<file path="src/rtl/dmem_dma_pkg.sv">
// dmem_dma_pkg: shared types and constants for the data-memory copy engine.
// Holds the FSM state encoding, word size and peripheral address map.
package dmem_dma_pkg;

    typedef enum logic [1:0] {
        ST_IDLE   = 2'd0,
        ST_READ   = 2'd1,
        ST_WRITE  = 2'd2,
        ST_FINISH = 2'd3
    } state_e;

    localparam int unsigned WORD_BYTES  = 4;
    localparam logic [31:0] PTR_STEP    = 32'(WORD_BYTES);
    localparam logic [31:0] SWITCH_ADDR = 32'hC000_0000;
    localparam logic [31:0] LED_ADDR    = 32'hC000_0004;

    // Byte address points at the first byte of a 32-bit word
    function automatic logic word_aligned(input logic [31:0] addr);
        return (addr[1:0] == 2'b00);
    endfunction

endpackage

</file>
<file path="src/rtl/dmem_dma.sv">
// dmem_dma: word-by-word copy engine on the single-port data memory.
// Alternates READ/WRITE cycles; rejects misaligned or oversized requests.
module dmem_dma
    import dmem_dma_pkg::*;
#(
    parameter int unsigned MAX_WORDS = 64
) (
    input  logic        clk,
    input  logic        reset,
    input  logic        start,
    input  logic [31:0] src_addr,
    input  logic [31:0] dst_addr,
    input  logic [6:0]  len_words,
    output logic        busy,
    output logic        done,
    output logic        err,
    output logic        mem_we,
    output logic [31:0] mem_a,
    output logic [31:0] mem_wd,
    input  logic [31:0] mem_rd
);

    state_e      state_q, state_d;
    logic [31:0] src_q, src_d;
    logic [31:0] dst_q, dst_d;
    logic [6:0]  cnt_q, cnt_d;
    logic [31:0] data_q, data_d;
    logic        err_q, err_d;

    logic        req_bad;
    logic        req_empty;
    logic        last_word;

    // Request qualification against the live inputs
    always_comb begin
        req_bad   = !word_aligned(src_addr)
                 || !word_aligned(dst_addr)
                 || (32'(len_words) > MAX_WORDS);
        req_empty = (len_words == 7'd0);
        last_word = (cnt_q == 7'd1);
    end

    // State register; reset wins over any pending start
    always_ff @(posedge clk) begin
        if (reset) begin
            state_q <= ST_IDLE;
        end else begin
            state_q <= state_d;
        end
    end

    // Next-state decode
    always_comb begin
        state_d = state_q;
        unique case (state_q)
            ST_IDLE: begin
                if (start) begin
                    if (req_bad || req_empty) begin
                        state_d = ST_FINISH;
                    end else begin
                        state_d = ST_READ;
                    end
                end
            end
            ST_READ: begin
                state_d = ST_WRITE;
            end
            ST_WRITE: begin
                if (last_word) begin
                    state_d = ST_FINISH;
                end else begin
                    state_d = ST_READ;
                end
            end
            ST_FINISH: begin
                state_d = ST_IDLE;
            end
            default: begin
                state_d = ST_IDLE;
            end
        endcase
    end

    // Datapath next-state: latch request, capture read data, advance pointers
    always_comb begin
        src_d  = src_q;
        dst_d  = dst_q;
        cnt_d  = cnt_q;
        data_d = data_q;
        err_d  = err_q;
        unique case (state_q)
            ST_IDLE: begin
                if (start) begin
                    src_d = src_addr;
                    dst_d = dst_addr;
                    cnt_d = len_words;
                    err_d = req_bad;
                end
            end
            ST_READ: begin
                data_d = mem_rd;
            end
            ST_WRITE: begin
                src_d = src_q + PTR_STEP;
                dst_d = dst_q + PTR_STEP;
                cnt_d = cnt_q - 7'd1;
            end
            default: begin
            end
        endcase
    end

    // Datapath registers
    always_ff @(posedge clk) begin
        if (reset) begin
            src_q  <= '0;
            dst_q  <= '0;
            cnt_q  <= '0;
            data_q <= '0;
            err_q  <= 1'b0;
        end else begin
            src_q  <= src_d;
            dst_q  <= dst_d;
            cnt_q  <= cnt_d;
            data_q <= data_d;
            err_q  <= err_d;
        end
    end

    // Outputs from state; reset gates strobes so an abort never writes
    always_comb begin
        busy   = 1'b0;
        done   = 1'b0;
        mem_we = 1'b0;
        mem_a  = '0;
        mem_wd = '0;
        err    = err_q;
        unique case (state_q)
            ST_READ: begin
                busy  = 1'b1;
                mem_a = src_q;
            end
            ST_WRITE: begin
                busy   = 1'b1;
                mem_we = !reset;
                mem_a  = dst_q;
                mem_wd = data_q;
            end
            ST_FINISH: begin
                done = !reset;
            end
            default: begin
            end
        endcase
    end

endmodule
</file>
<file path="config.mk">
export PLATFORM = sky130hd
export DESIGN_NAME = dmem_dma
export DESIGN_NICKNAME = d
export VERILOG_FILES = /design/src/rtl/dmem_dma_pkg.sv /design/src/rtl/dmem_dma.sv
export SDC_FILE = /design/constraint.sdc
export NUM_CORES = 1
export LEC_CHECK = 0
export ABC_AREA = 0
export CAP_MARGIN = 15
export CORE_ASPECT_RATIO = 1.2
export CORE_MARGIN = 2
export CORE_UTILIZATION = 54
export DETAILED_ROUTE_END_ITERATION = 10
export GPL_ROUTABILITY_DRIVEN = 0
export GPL_TIMING_DRIVEN = 0
export PLACE_DENSITY = 0.91
export SYNTH_ARGS = -nofsm -noshare
export SYNTH_HDL_FRONTEND = slang
export SYNTH_SLANG_ARGS = --single-unit
</file>
<file path="constraint.sdc">
create_clock -name clk -period 5.2 [get_ports clk]
set_input_delay 0.78 -clock clk [delete_from_list [all_inputs] [get_ports clk]]
set_output_delay 0.78 -clock clk [all_outputs]
set_load 0.01 [all_outputs]
</file>
==> results of run 1 <==
==> power breakdown <==
group / switching [W] / total (W) / internal [W]
registers: 0.000239 / 0.00125 / 0.00101
logic: 0.00119 / 0.00190 / 0.000710
clock network: 0.000324 / 0.000739 / 0.000415
==> stage by stage <==
| stage | worst slack (ns) | instances | utilization [%] | instance area [um^2] |
|---|---|---|---|---|
| floorplan | 2.73 | 859 | - | 6720 |
| global placement | 1.58 | 1192 | 71.3 | 8640 |
| detailed placement | 1.58 | 1192 | 71.3 | 8640 |
| CTS | 1.19 | 1208 | 74.0 | 8960 |
| global route | 0.941 | 1208 | 74.0 | 8960 |
| finish | 1.05 | 1208 | 74.0 | 8960 |
==> metal layers <==
| metal | wire length, um | part of all wire [%] |
|---|---|---|
| met5 | 0 | 0 |
| met4 | 1950 | 7.6 |
| met3 | 3860 | 15 |
| met2 | 11300 | 44 |
| met1 | 8650 | 34 |
==> registers in the layout (all words and copies together), names as in the netlist <==
name	count
data_q	32
dst_q	32
src_q	32
cnt_q	7
state_q	2
err	1
==> final timing paths <==
path,start,to,slack [ns],depth (start not counted)
setup / recovery,state_q[0],mem_wd[0],1.05,7
hold reg to reg,data_q[26],data_q[26],0.49,2
setup reg to reg,state_q[1],dst_q[5],2.18,9
hold / removal,data_q[26],data_q[26],0.49,2
==> layout by cell type, fill, tap and decap left out, types with 5 or more instances in the layout <==
cell type,n
sky130_fd_sc_hd__nor3b_1,9
sky130_fd_sc_hd__or4_1,5
sky130_fd_sc_hd__nor4_1,9
sky130_fd_sc_hd__clkdlybuf4s50_1,172
sky130_fd_sc_hd__nand2_1,56
sky130_fd_sc_hd__and3_1,22
sky130_fd_sc_hd__dfxtp_1,106
sky130_fd_sc_hd__o21ai_0,15
sky130_fd_sc_hd__ha_1,9
sky130_fd_sc_hd__buf_2,17
sky130_fd_sc_hd__a31oi_1,15
sky130_fd_sc_hd__nor4_4,5
sky130_fd_sc_hd__nand3_2,5
sky130_fd_sc_hd__nor2_1,82
sky130_fd_sc_hd__nand3b_1,5
sky130_fd_sc_hd__or3_1,5
sky130_fd_sc_hd__o32ai_1,5
sky130_fd_sc_hd__and2_1,37
sky130_fd_sc_hd__mux2i_1,45
sky130_fd_sc_hd__nand4_1,21
sky130_fd_sc_hd__inv_1,12
sky130_fd_sc_hd__clkbuf_16,9
sky130_fd_sc_hd__buf_1,8
sky130_fd_sc_hd__nand3_1,27
sky130_fd_sc_hd__clkbuf_1,52
sky130_fd_sc_hd__o21ai_1,24
sky130_fd_sc_hd__a22oi_1,38
sky130_fd_sc_hd__a21oi_1,63
sky130_fd_sc_hd__nor3_1,22
sky130_fd_sc_hd__nor2b_1,40
sky130_fd_sc_hd__a211oi_1,20
sky130_fd_sc_hd__o22ai_1,10
sky130_fd_sc_hd__and4_1,5
==> logic make-up after synthesis <==
kind of cell | share of synthesized area (%)
adder cells (fa/ha/maj) | 1.68
AO/OA/AOI/OAI | 22.0
multiplexers | 6.87
XOR/XNOR | 0.130
flip-flops | 31.6
AND/OR/NAND/NOR | 32.1
buffers and inverters | 5.64
==> final cells by class <==
type	count	share of cell area (%)
Buffer	78	3.65
Multi-Input combinational cell	661	47.1
Tap cell	161	2.25
Timing Repair Buffer	172	19.2
Inverter	14	0.587
Clock buffer	13	3.02
Sequential cell	106	23.7
Clock inverter	3	0.517
==> critical path, delay by kind of cell, from the launching register on <==
family                   cells  cell delay (ns)
adder cells (fa/ha/maj)      1             0.30
flip-flops                   1             0.34
buffers and inverters        5             2.16
AND/OR/NAND/NOR              1             0.21
==> results by stage, run 1 <==
STA:
- Setup repair after global routing left no endpoint under its margin.
- Across the routed clock network, the largest skew measured is 0.00721 ns.
- Measured against its own limit, the worst slew margin works out to 38.4%.
- Setup violations remaining at the end of the flow were counted as 0.
- The smallest hold slack is 0.489 ns.
- The final period utilization is 79.8%.
- The smallest clock period supported by the final layout is computed as 4.15 ns.
- The final max-slew violation count is 0.
- The sum of negative setup slack is 0 ns.
- Timing would allow up to 241 MHz.
- At the pin with the least slew margin, the transition time is 0.924 ns.
- The total count of hold-check failures in the final report is 0.

Synthesis:
- The flop and latch count out of synthesis is 106.
- The average instance in the mapped netlist occupies 7.82 um^2.
- For this run, the register share of the synthesized area comes to 31.6%.
- The share of async-settable or async-resettable flops after synthesis is 0%.
- The area share of the leading cell type in the synthesized netlist is 31.6%.
- Synthesis instantiated 69 different standard cells from the library.
- The library cell with the highest instance count after synthesis is sky130_fd_sc_hd__dfxtp_1.
- For this run, the number of Yosys warnings is 0.
- In the synthesized netlist the dominant register cell turns out to be sky130_fd_sc_hd__dfxtp_1.
- Counting every net in the synthesized netlist gives 974.
- Sorting the synthesized cells by how often they occur yields sky130_fd_sc_hd__dfxtp_1 (106), sky130_fd_sc_hd__nor2_1 (82), sky130_fd_sc_hd__a21oi_1 (63), sky130_fd_sc_hd__nand2_1 (56), sky130_fd_sc_hd__clkbuf_1 (51).
- Synthesis produced 859 cells.
- In this run the cell area of the synthesized design comes to 6720 um^2.
- The number of enable-type register cells in the synthesized netlist is 0.
- The biggest area contributor in the post-synthesis netlist is sky130_fd_sc_hd__dfxtp_1.
- By area the synthesized netlist is led by sky130_fd_sc_hd__dfxtp_1 (32%), sky130_fd_sc_hd__mux2i_1 (6.7%), sky130_fd_sc_hd__a21oi_1 (4.7%).

Clock tree:
- The number of setup buffers added after CTS is 0.
- The clock sink count is 106.
- The clock tree buffer depth is 2.
- After clock tree synthesis, the clock-pin slew on the worst setup and hold paths is 0.07 ns.
- The total CTS buffers is 9.
- The clock latency reported for the late side of the worst-skew pair is 0.35 ns.
- The root buffer cell chosen for the clock tree is sky130_fd_sc_hd__clkbuf_16.
- The count of hold buffers inserted by post-cts repair is 0.
- The total number of H-tree levels is 3.
- TritonCTS built the clock tree.
- The number of gates resized after CTS was 0.

Global routing:
- Entering global routing, the biggest net connects 17 pins.
- The via count of the first global-routing pass is 7676.
- The fraction of met3 tracks used by global routing is 12.2%.
- The initial antenna violation count is 0.
- The overall global routing resource usage is 37.8%.
- For met1 alone, demand over resource in global routing was 42.9%.
- For this run the aggregate overflow at the end of global routing stands at 0.
- The layer flagged by global routing as most heavily used is met2.
- For this run, global-route usage on met2 was measured as 59.0%.
- The first global-routing pass estimated 39600 um of wire.

Worst setup path:
- The slowest stage of the critical path belongs to the cell sky130_fd_sc_hd__clkbuf_1.
- The worst-path maximum fanout is 10.
- On the worst path, the slowest cell contributes a delay of 0.57 ns.
- The most frequent cell on the critical path is sky130_fd_sc_hd__clkbuf_1.
- The kind of capture point of the worst setup path is a primary output.
- Data on the critical path is required at its endpoint by 4.42 ns.
- The critical path launch point type is a flop.
- The critical path start-end classification is reg2out.
- Walking the worst path, the cells encountered are inv_1 > ha_1 > clkbuf_1 > clkbuf_1 > clkbuf_1 > and2_1 > clkdlybuf4s50_1.
- For the worst setup path, the data arrival time is 3.37 ns.

Cells and area:
- The layout overhead on the synthesized area is 33.3%.
- The register area is 2120 um^2.
- The layout filler cell count is 893.
- The fraction of layout instances using a drive strength above 1 is 5.25%.
- The area occupied by multi-input gates is 4220 um^2.
- The number of antenna cells inserted is 0.
- After the last flow step, the layout net total stands at 1157.

Job:
- The number of max-capacitance violations reported is 0.

Detailed routing:
- Summed over all layers, the routed wires come to 25800 um.
- Detailed routing inserted a total of 7905 vias.
- Dividing the detail-routed via count by the number of cells gives 6.54.
- The remaining design rule violation count is 0.
- In this run, the number of DRC markers left after iteration 0 of detailed routing was 1092.
- The remaining antenna violation count after routing is 0.
- Before antenna repair, the detailed router went through 6 iterations.
- The final routed wire length divided by cell count is 21.3 um.

Floorplanning:
- The die outline area is 13400 um^2.
- The floorplan step set the die height to 126 um.
- The initialized floorplan defines 44 standard-cell rows.
- 174 I/O pins were placed.
- The core area is 12100 um^2.
- The effective utilization at floorplan is 55.5%.
- The overall die width is 106 um.

Pwr:
- The worst-case IR drop observed on VDD is 0.000251 V.
- The overall power of the completed layout is 0.00389 W.
- Dividing total power by cell area gives a power density of 434 nW/um^2.
- In this run the static leakage power is 3.16 nW.

Worst hold path:
- In this run the worst hold path is classified as reg2reg.

Place:
- Summed over all nets, the half-perimeter wirelength after detailed placement is 18600 um.
- Port buffering added 172 buffers.

Status:
- The run finished with clean final reports.
(Power assumes the default switching activity.)
==> run 2, diff against run 1 <==
- CORE_UTILIZATION: 54 -> 45
- PLACE_DENSITY: 0.91 -> 0.82
- clock period: 5.2 -> 3.54 ns (I/O delays scaled with it)
==> run 2 against run 1 <==
Critical endpoint is now mem_a[23]. Non-clock buffer count did not move. Sequential power up 46%. Via count decreased by 0.25%. Final area increased by 1.1%. Combinational power is 47% higher. Setup slack got worse by 0.93 ns. Clock power increased by 65%. Sequential share of layout area shrank 0.25 points. Die area rose by 19%. Critical path depth rose by 1. Register-to-register slack worse by 1.7 ns. First-iteration DRC count increased by 6.1%.
==> results by stage, run 2 (same netlist as run 1, synthesis figures left out) <==
Floorplanning:
- The row count is 48 (+9.1%).
- The die outline area is 15900 um^2 (+19%).
- The number of placed I/O pins is 174 (unchanged).
- The die outline height is 138 um (+9.2%).
- The overall die width came to 116 um (+9.2%).
- The effective utilization at floorplan is 46.4% (-9.1 points).
- The core area was 14500 um^2 (+20%).

Pwr:
- The design internal power is 0.00327 W (+53%).
- The sequential share of power was 31.3% (-0.9 points).
- The proportion of power drawn by combinational gates is 47.9% (-0.9 points).
- The net switching share of the total power is 44.1% (-0.89 points).
- The reported net switching power is 0.00258 W (+47%).
- The maximum resistive drop on vdd is 0.000335 V (+34%).
- The clock network power share was 20.8% (+1.8 points).
- The power density over the cells was 646 nW/um^2 (+49%).
- The cell leakage power is 3.21 nW (+1.7%).

STA:
- The final critical path time including I/O delays and setup is 3.42 ns.
- The clock skew is 0.00964 ns (+0.00243 ns).
- The sum of negative setup slack is 0 ns (unchanged).
- The number of setup violations in the final report came to 0 (unchanged).
- The slack of the critical path is 0.122 ns (-0.931 ns).
- The actual transition at the worst max-transition pin is 0.838 ns (-0.0865 ns).
- The final max-slew violation count was 0 (unchanged).
- The total count of hold-check failures in the final report is 0 (unchanged).
- Based on the critical path, the design can be clocked at up to 293 MHz.
- The smallest hold slack is 0.488 ns (-0.00119 ns).
- The worst relative slew slack was 44.2% (+5.8 points).
- Setup repair after global routing left no endpoint under its margin.
- Dividing the final minimum period by the clock period gives 96.6%.

Cells and area:
- The layout filler cell count is 1303 (+46%).
- The net count reported at finish is 1157 (unchanged).
- Leaving out fill and tap cells, the most frequent cell in the layout is sky130_fd_sc_hd__clkdlybuf4s50_1.
- The largest registers in the layout are data_q (32), dst_q (32), src_q (32).
- The fraction of layout instances using a drive strength above 1 was 6.21% (+0.96 points).
- The layout overhead on the synthesized area is 34.8%.
- The top cell types in the final layout, fill and taps aside, are sky130_fd_sc_hd__clkdlybuf4s50_1 (172), sky130_fd_sc_hd__dfxtp_1 (106), sky130_fd_sc_hd__nor2_1 (82).
- The number of antenna cells inserted is 0 (unchanged).

Clock tree:
- The total number of H-tree levels is 3 (unchanged).
- In this run the clock root is driven by a sky130_fd_sc_hd__clkbuf_16.
- The clock latency reported for the late side of the worst-skew pair is 0.36 ns (about the same).
- The clock tree buffer depth is 2 (unchanged).
- The clock sink count is 106 (unchanged).
- The total CTS buffers was 9 (unchanged).
- The clock tree from TritonCTS is yes.
- The clock slew at the register clock pins of the worst setup and hold paths is 0.07 ns (about the same).

Detailed routing:
- The violation count after the first detailed-route iteration is 1159 (+6.1%).
- The total number of vias is 7885 (-0.25%).
- The via density per instance is 6.33 (-3.3%).
- The number of iterations in the first detailed-routing pass is 5 (-1).
- The final routed wirelength across all metal layers is 26500 um (+2.8%).
- The remaining design rule violation count is 0 (unchanged).
- The remaining antenna violation count after routing came to 0 (unchanged).
- The final routed wire length divided by cell count is 21.3 um (-0.36%).

Worst setup path:
- The data arrival time of the worst path is 2.89 ns (-0.48 ns).
- The critical path goes through inv_1 > ha_1 > buf_2 > buf_2 > buf_2 > a22oi_1 > nor2b_1 > clkdlybuf4s50_1.
- The logic depth of the worst setup path including buffers is 8 (+1).
- The worst-path maximum fanout is 10 (unchanged).
- The cell class contributing the biggest share of worst-path delay is buffers and inverters.
- STA classifies the critical path endpoint as a primary output.
- The number of buffers and inverters on the critical path is 5 (unchanged).
- The number of cells on the worst reg-to-reg path was 9 (unchanged).
- The worst setup path is of the reg2out kind.
- The highest cell delay on the worst timing path is 0.57 ns (about the same).
- The slowest cell on the critical path is sky130_fd_sc_hd__clkdlybuf4s50_1.
- The critical path launch point type is a flop.
- The required time of the critical path is 3.01 ns (-1.41 ns).
- The most frequent cell on the critical path is sky130_fd_sc_hd__buf_2.

Global routing:
- The via count of the first global-routing pass was 7255 (-5.5%).
- The overall overflow remaining after global route is 0 (unchanged).
- The initial antenna violation count is 0 (unchanged).
- The global-route wire length before repair is 39600 um (+0.23%).
- The overall global routing resource usage is 32.9% (-4.8 points).
- The pin count of the biggest net entering global routing is 17 (unchanged).

Status:
- The flow ran to the end, and the final reports show no timing, DRC or antenna violations.

Worst hold path:
- The path class of the tightest hold or removal check is reg2reg.
- The number of cells on the worst hold path is 2 (unchanged).

Place:
- The count of port buffers added during placement is 172 (unchanged).
- The setup slack at placement is 0.143 ns (-1.44 ns).
- The HPWL after detailed placement is 18900 um (+2.0%).

Job:
- The number of max-capacitance violations reported is 0 (unchanged).
## run 2: worst reg2reg max path, stage by stage, from the launching register on
cell                       delay, ns
sky130_fd_sc_hd__dfxtp_1        0.35
sky130_fd_sc_hd__inv_1          0.11
sky130_fd_sc_hd__ha_1           0.23
sky130_fd_sc_hd__clkbuf_1       0.41
sky130_fd_sc_hd__mux2i_1        0.46
sky130_fd_sc_hd__clkbuf_1       0.56
sky130_fd_sc_hd__buf_2          0.47
sky130_fd_sc_hd__nor3_1         0.09
sky130_fd_sc_hd__a31oi_1        0.19
sky130_fd_sc_hd__o21ai_1        0.08
## run 2: cell type report
cell class / instances / area, um^2 / share of cell area (%)
Multi-Input combinational cell: 661 / 4220 / 46.6
Clock inverter: 4 / 98.8 / 1.09
Buffer: 78 / 339 / 3.75
Sequential cell: 106 / 2120 / 23.4
Clock buffer: 11 / 253 / 2.79
Inverter: 14 / 52.6 / 0.580
Timing Repair Buffer: 172 / 1720 / 19.0
Tap cell: 200 / 250 / 2.76
## run 2: layer usage
metal	global-route usage [%]	part of all wire, %	up-vias
li1	-	-	3528
met1	39.9	35	3527
met2	51.1	44	671
met3	8.36	14	159
met4	22.4	6.8	0
met5	0	0	-
## run 2: path summary, 6_finish.rpt
path / startpoint / end / slack (ns)
setup / recovery: state_q[0] / mem_a[23] / 0.12
hold / removal: data_q[5] / data_q[5] / 0.49
setup reg to reg: state_q[0] / src_q[27] / 0.48
hold reg to reg: data_q[5] / data_q[5] / 0.49
## run 2: through the flow
stage | util, % | area [um^2] | instances | total power (W)
2_1_floorplan | - | 6720 | 859 | 0.00344
3_3_place_gp | 60.0 | 8690 | 1231 | 0.00446
3_5_place_dp | 60.0 | 8690 | 1231 | 0.00450
4_1_cts | 62.5 | 9050 | 1246 | 0.00572
5_1_grt | 62.6 | 9050 | 1246 | 0.00608
6_report | 62.6 | 9050 | 1246 | 0.00585
## run 2: power by group through the flow
stage / clock (W) / sequential (W) / combinational (W)
after detailed placement: 0 / 0.00183 / 0.00267
after global placement: 0 / 0.00182 / 0.00264
final: 0.00122 / 0.00183 / 0.00280
after CTS: 0.00122 / 0.00181 / 0.00270
after floorplan: 0 / 0.00174 / 0.00170
after global routing: 0.00126 / 0.00186 / 0.00295
## run 2: what timing repair did
action | CTS | global route
hold buffers | 0 | 0
gates resized for setup | 8 | 5
buffers inserted | 0 | 0
setup endpoints to repair | 63 | 14
